$ cat config.mk
export PLATFORM = sky130hd
export DESIGN_NAME = vec_mac_acc
export DESIGN_NICKNAME = d
export VERILOG_FILES = /design/src/rtl/vec_mac_pkg.sv /design/src/rtl/vec_mac_acc_add_tree.sv /design/src/rtl/vec_mac_acc.sv
export SDC_FILE = /design/constraint.sdc
export NUM_CORES = 2
export LEC_CHECK = 0
export CORE_ASPECT_RATIO = 1.25
export CORE_MARGIN = 3
export CORE_UTILIZATION = 50
export DETAILED_ROUTE_END_ITERATION = 16
export DONT_BUFFER_PORTS = 1
export PLACE_DENSITY = 0.66
export SKIP_CTS_REPAIR_TIMING = 1
export SYNTH_ARGS = -nofsm -noshare
export SYNTH_HDL_FRONTEND = slang
export SYNTH_SLANG_ARGS = --single-unit
$ cat constraint.sdc
create_clock -name clk -period 3.3 [get_ports clk]
set_clock_uncertainty 0.2 [all_clocks]
set_input_delay 0.66 -clock clk [delete_from_list [all_inputs] [get_ports clk]]
set_output_delay 0.66 -clock clk [all_outputs]
set_load 0.005 [all_outputs]
$ cat src/rtl/vec_mac_pkg.sv
// Shared widths and the per-beat tag for the vector multiply-accumulate engine.
package vec_mac_pkg;

    // Control bits that travel in step with each beat's data through the pipeline.
    typedef struct packed {
        logic valid;
        logic last;
        logic relu;
    } beat_tag_t;

    function automatic int w_prod(input int w_x, input int w_k);
        return w_x + w_k + 1;
    endfunction

    function automatic int w_tree(input int w_x, input int w_k, input int c);
        return w_prod(w_x, w_k) + $clog2(c);
    endfunction

    function automatic int w_acc_default(input int w_x, input int w_k, input int c);
        return w_x + w_k + $clog2(c) + 8;
    endfunction

endpackage

$ cat src/rtl/vec_mac_acc_add_tree.sv
// Pipelined binary adder tree: one register level per halving, sharing a single enable.
module add_tree
    import vec_mac_pkg::*;
#(
    parameter int N    = 16,
    parameter int W_IN = 17
) (
    input  logic                                clk,
    input  logic                                rstn,
    input  logic                                en_i,
    input  logic [N-1:0][W_IN-1:0]              data_i,
    input  beat_tag_t                           tag_i,
    output logic signed [W_IN+$clog2(N)-1:0]    data_o,
    output beat_tag_t                           tag_o
);
    localparam int L = $clog2(N);

    genvar gi, gj;
    for (gi = 0; gi < L; gi++) begin : g_lvl
        localparam int N_OUT = N >> (gi + 1);
        localparam int W_O   = W_IN + gi + 1;

        logic signed [W_O-2:0] src [2*N_OUT];
        beat_tag_t             src_tag;
        logic signed [W_O-1:0] sum_q [N_OUT];
        beat_tag_t             tag_q;

        if (gi == 0) begin : g_src
            for (gj = 0; gj < N; gj++) begin : g_in
                assign src[gj] = data_i[gj];
            end
            assign src_tag = tag_i;
        end else begin : g_src
            for (gj = 0; gj < 2*N_OUT; gj++) begin : g_in
                assign src[gj] = g_lvl[gi-1].sum_q[gj];
            end
            assign src_tag = g_lvl[gi-1].tag_q;
        end

        always_ff @(posedge clk or negedge rstn) begin
            if (!rstn) begin
                tag_q <= '0;
                for (int j = 0; j < N_OUT; j++) sum_q[j] <= '0;
            end else if (en_i) begin
                tag_q <= src_tag;
                for (int j = 0; j < N_OUT; j++)
                    sum_q[j] <= W_O'(src[2*j]) + W_O'(src[2*j+1]);
            end
        end
    end

    assign data_o = g_lvl[L-1].sum_q[0];
    assign tag_o  = g_lvl[L-1].tag_q;

endmodule

$ cat src/rtl/vec_mac_acc.sv
// Vector MAC: per-lane multiply, pipelined reduction, cross-beat accumulation with
// valid/ready flow control, optional ReLU and a sticky signed-overflow flag.
module vec_mac_acc
    import vec_mac_pkg::*;
#(
    parameter int C   = 16,
    parameter int W_X = 8,
    parameter int W_K = 8,
    parameter int W_A = w_acc_default(W_X, W_K, C)
) (
    input  logic                       clk,
    input  logic                       rstn,
    input  logic                       s_valid,
    output logic                       s_ready,
    input  logic                       s_last,
    input  logic                       signed_mode,
    input  logic                       relu_en,
    input  logic [C-1:0][W_X-1:0]      x,
    input  logic [C-1:0][W_K-1:0]      k,
    output logic                       m_valid,
    input  logic                       m_ready,
    output logic signed [W_A-1:0]      m_data,
    output logic                       m_ovf
);
    localparam int W_P = w_prod(W_X, W_K);
    localparam int W_T = w_tree(W_X, W_K, C);

    logic                    stall;
    logic [C-1:0][W_P-1:0]   prod_d, prod_q;
    beat_tag_t               tag_p_q, tag_t;
    logic signed [W_T-1:0]   tree_sum;
    logic signed [W_A-1:0]   sum_ext, acc_sum, acc_d, acc_q, m_data_q;
    logic                    ovf_now, ovf_d, ovf_q, first_q, m_valid_q, m_ovf_q;

    // The whole pipeline freezes while a finished result waits to be taken.
    assign stall   = m_valid_q & ~m_ready;
    assign s_ready = ~stall;

    genvar gi;
    for (gi = 0; gi < C; gi++) begin : g_lane
        logic signed [W_X:0] x_ext;
        logic signed [W_K:0] k_ext;
        assign x_ext      = {signed_mode & x[gi][W_X-1], x[gi]};
        assign k_ext      = {signed_mode & k[gi][W_K-1], k[gi]};
        assign prod_d[gi] = W_P'(x_ext) * W_P'(k_ext);
    end

    always_ff @(posedge clk or negedge rstn) begin
        if (!rstn) begin
            prod_q  <= '0;
            tag_p_q <= '0;
        end else if (!stall) begin
            prod_q        <= prod_d;
            tag_p_q.valid <= s_valid;
            tag_p_q.last  <= s_last;
            tag_p_q.relu  <= relu_en;
        end
    end

    add_tree #(
        .N    (C),
        .W_IN (W_P)
    ) u_tree (
        .clk    (clk),
        .rstn   (rstn),
        .en_i   (s_ready),
        .data_i (prod_q),
        .tag_i  (tag_p_q),
        .data_o (tree_sum),
        .tag_o  (tag_t)
    );

    assign sum_ext = W_A'(tree_sum);
    assign acc_sum = acc_q + sum_ext;
    assign ovf_now = (acc_q[W_A-1] == sum_ext[W_A-1]) && (acc_sum[W_A-1] != acc_q[W_A-1]);

    always_comb begin
        acc_d = first_q ? sum_ext : acc_sum;
        ovf_d = first_q ? 1'b0 : (ovf_q | ovf_now);
    end

    always_ff @(posedge clk or negedge rstn) begin
        if (!rstn) begin
            acc_q     <= '0;
            ovf_q     <= 1'b0;
            first_q   <= 1'b1;
            m_valid_q <= 1'b0;
            m_data_q  <= '0;
            m_ovf_q   <= 1'b0;
        end else if (!stall) begin
            // Not stalled means any held result is being consumed on this edge.
            m_valid_q <= tag_t.valid & tag_t.last;
            if (tag_t.valid) begin
                acc_q <= acc_d;
                if (tag_t.last) begin
                    m_data_q <= (tag_t.relu && acc_d[W_A-1]) ? '0 : acc_d;
                    m_ovf_q  <= ovf_d;
                    first_q  <= 1'b1;
                    ovf_q    <= 1'b0;
                end else begin
                    first_q  <= 1'b0;
                    ovf_q    <= ovf_d;
                end
            end
        end
    end

    assign m_valid = m_valid_q;
    assign m_data  = m_data_q;
    assign m_ovf   = m_ovf_q;

endmodule

==> results by group <==
Floorplanning
  • Initial Util: 50.6%
  • Die W: between 300 and 400 um
  • # rows: between 150 and 200
  • Die ar.: 168000 um^2
  • Core area: 161000 um^2
  • Top Ports: between 200 and 300
  • Die height: between 400 and 500 um

Synthesis
  • Seq/Total Area, Yosys: just under 20%
  • Top post-synthesis cells by area: fa_1, dfrtp_1, ha_1
  • Yosys warns: 0
  • Syn Inst Count: 9176
  • Yosys cell types: between 90 and 100
  • Post-synth top area share: 26.8%
  • Avg Cell Area, Syn: slightly below 9 um^2
  • Post-synth top area cell: fa_1
  • Post-Syn Area: just over 80000 um^2
  • Synthesized Nets: between 10000 and 15000
  • Ys async rst share: 100%
  • Post-synth EDFFs: 0
  • Main synth FF type: dfrtp_1
  • Synthesized flop and latch total: between 600 and 700

STA
  • Slew Limit Fails: 543
  • Setup_tns: -157600 ps
  • PnR worst setup slack: -1480 ps
  • Final Hold Vio Count: roughly 160
  • Peak Freq: 0.209 GHz
  • Setup violations, final: between 150 and 200
  • Final hold slack: -378 ps
  • Slew @ Worst Pin: a little over 3000 ps
  • Minimum clock period: 4780 ps
  • Max_slew headroom: -106%
  • RSZ-0062 raised after global routing: yes
  • Fin crit share: 145%

Drt
  • Vias: slightly above 60000
  • Post-route ant nets: 0
  • DR vias/cell: roughly 5.3
  • Post-DR wirelength/cell: roughly 17 um
  • Drt initial violations: approximately 2700
  • Drt drc: 0
  • Total wire length: about 200000 um
  • 1st-pass router iterations: 5

Critical path
  • Critical path data arrival time: ~5100 ps
  • Max incr delay on CP: roughly 540 ps
  • Critical Path Fanout Max: 80
  • Crit-path slowest cell: fa_1
  • Most used cell, CP: fa_1
  • Crit start category: primary input
  • Crit. End Element: register
  • Critical-path cell list: nand2_8 -> or2_4 -> fa_1 -> fa_1 -> inv_2 -> fa_1 -> fa_1 -> inv_1 -> fa_1 -> inv_2 -> ha_4 -> inv_2 -> o21ai_2 -> a21oi_2 -> o21a_1 -> o21ai_2 -> nor2_2 -> xor2_1 -> a21oi_1
  • WS Path Type: primary input to register
  • Critical Path RT: 3570 ps

Cells and area
  • Final instance area: between 90000 and 100000 um^2
  • Synthesis-to-layout area growth: 15.4%
  • Register area: between 15000 and 20000 um^2
  • Antenna cells: 0
  • Fill cells: 14215
  • Layout Nets: about 12000
  • Layout Cells excl Fill: about 12000
  • Layout cells sized above 1: 15.6%
  • Area of the multi-input gates: about 63000 um^2

Pwr
  • VDD IR-drop max: 0.000566 V
  • Sw Share: between 40% and 50%
  • Clock share of power: about 8.0%
  • Pwr Density: 1060 nW/um^2
  • Sequential fraction of design power: ~16%
  • Combinational Power Share: between 70 and 80%
  • Internal power: roughly 54000 uW
  • Pleak: 0.0462 uW
  • Switching power: around 46000 uW

Placed design
  • Dpl ws: -2160 ps
  • Routability cong.: 0.884
  • DP HPWL: ~160000 um
  • Port buffer count: 0
  • Dpl cells: around 12000
  • Placed Instance Area: between 80000 and 90000 um^2

Clock network
  • H-tree depth: 3
  • CTS clk-pin slew, worst paths: around 50 ps
  • Clock Sinks: 628
  • CTS tree: done
  • Root buffer cell: clkbuf_16
  • Max Buffers Root-to-Sink: 3
  • Num CTS Buffers: between 70 and 80
  • Worst skew pair latency: 630 ps

Global routing
  • Largest net degree at the start of global routing: around 630
  • GR Overflow Total: 0
  • First-pass GRT wire length: 330000 um
  • GRT Overall Usage: a little under a quarter
  • Initial antenna violation count: 0
  • Vias in the first global route: about 66000

Run
  • Max cap viols: 0

Run status
  • Status: finished, violations left
  • Violated checks: hold timing, slew limit, setup timing

Worst hold path
  • Hold WC Path Type: primary input to asynchronous set/reset pin
[metal layers]
metal  share of wire [%]  global-route usage (%)  up-vias  routed length, um
met5                   0                       0        -                  0
met4                 4.0                    8.93        0               8010
met2                  53                    44.4     1008             107000
met1                  39                    28.2    30983              78800
met3                 3.5                    2.58      313               7070
li1                    -                       -    29847                  -
[path summary, 6_finish.rpt]
check                           depth (start not counted)                          from  slack (ps)                               endpoint
worst max register to register                         11  u_tree.data_o[0]$_DFFE_PN0N_         -20                  acc_q[26]$_DFFE_PN0P_
min in group clk                                        2                          x[0]           0                  prod_q[0]$_DFFE_PN0N_
max in group asynchronous                               0                          rstn         940  u_tree.g_lvl[2].sum_q[27]$_DFFE_PN0N_
worst max-delay path                                   19                   signed_mode       -1480                prod_q[252]$_DFFE_PN0N_
worst min register to register                          2        tag_p_q[2]$_DFFE_PN0N_         270                 tag_p_q[2]$_DFFE_PN0N_
worst min-delay path                                    0                          rstn        -380                prod_q[187]$_DFFE_PN0N_
[flip-flops by register name (all words and copies together) (netlist names), 3 cells and up]
register	count
acc_q	28
m_data	28
prod_q	272
tag_p_q	3
u_tree.data_o	21
u_tree.g_lvl.sum_q	260
u_tree.g_lvl.tag_q	9
u_tree.tag_o	3
[cell families (layout without fill, tap and decap cells)]
kind of cell / count (synthesis) / count (layout) / synth area share, %
AOI/OAI and AO/OA: 1365 / 1365 / 10.6
xor gates and xnor gates: 413 / 413 / 4.44
adders and majority gates: 1941 / 1941 / 39.9
buffers and inverters: 1838 / 2219 / 8.49
DFF: 628 / 628 / 19.3
muxes: 22 / 22 / 0.294
and+or+nand+nor: 2969 / 2969 / 17.0
[synthesized netlist by cell type, types with 7 or more instances]
| master | instances |
|---|---|
| nor2_1 | 567 |
| nand4_1 | 12 |
| o31a_1 | 12 |
| or3_1 | 71 |
| o21bai_1 | 32 |
| xor2_1 | 139 |
| o2111ai_1 | 30 |
| a31o_2 | 7 |
| nor4_1 | 18 |
| o21ai_0 | 239 |
| nor3b_1 | 17 |
| nand3_1 | 109 |
| dfrtp_1 | 627 |
| a21o_1 | 77 |
| xnor2_1 | 274 |
| nand2_1 | 1272 |
| o41ai_1 | 23 |
| a22o_1 | 15 |
| o211ai_1 | 18 |
| a311oi_1 | 9 |
| buf_1 | 19 |
| a211oi_1 | 52 |
| o21a_1 | 61 |
| nor2b_1 | 63 |
| mux2_2 | 15 |
| clkbuf_1 | 309 |
| mux2i_1 | 7 |
| nor3_1 | 97 |
| and2_1 | 549 |
| ha_1 | 853 |
| and4_1 | 7 |
| and3_1 | 76 |
| a221oi_1 | 9 |
| a21boi_1 | 12 |
| a21boi_0 | 43 |
| o21ai_1 | 85 |
| a31oi_1 | 21 |
| or2_2 | 44 |
| o31ai_1 | 93 |
| a21oi_1 | 449 |
| fa_1 | 1088 |
| inv_1 | 1503 |
| nand2b_1 | 39 |
[critical path: cells and delay by family]
kind,cells,cell delay (ps)
compound gates,5,730
xor+xnor,1,230
fa+ha+maj,6,2780
buf+inv,4,190
simple gates,3,350
[power by group through the flow]
stage | sequential, uW | combinational [uW] | clock, uW
final | 16100 | 75400 | 7910
after global routing | 16400 | 84800 | 8420
after CTS | 16100 | 69000 | 8130
after detailed placement | 16200 | 68300 | 0
after global placement | 16200 | 66800 | 0
after floorplan | 14100 | 49900 | 0
[layout make-up]
cell class,instances,share of cell area [%]
flip-flops and latches,628,16.7
clock buffers,99,2.11
well taps,2158,2.87
clock inverters,28,0.330
inverters,1507,6.06
multi-input cells,6710,66.9
repair buffers,585,4.96
[metrics by stage]
stage | power, uW | util (%)
after CTS | 93300 | 56.7
after global routing | 110000 | 58.4
after detailed placement | 84500 | 55.2
after floorplan | 64000 | -
final | 99400 | 58.4
after global placement | 82900 | 55.2
[cells in the final DEF (no fill, tap or decap), types with 239 or more instances in the layout]
| master | count |
|---|---|
| nand2_1 | 1181 |
| buf_4 | 540 |
| ha_1 | 740 |
| xnor2_1 | 239 |
| nor2_1 | 559 |
| dfrtp_1 | 627 |
| a21oi_1 | 371 |
| inv_1 | 1374 |
| and2_1 | 528 |
| fa_1 | 1041 |
(Power assumes the default switching activity.)
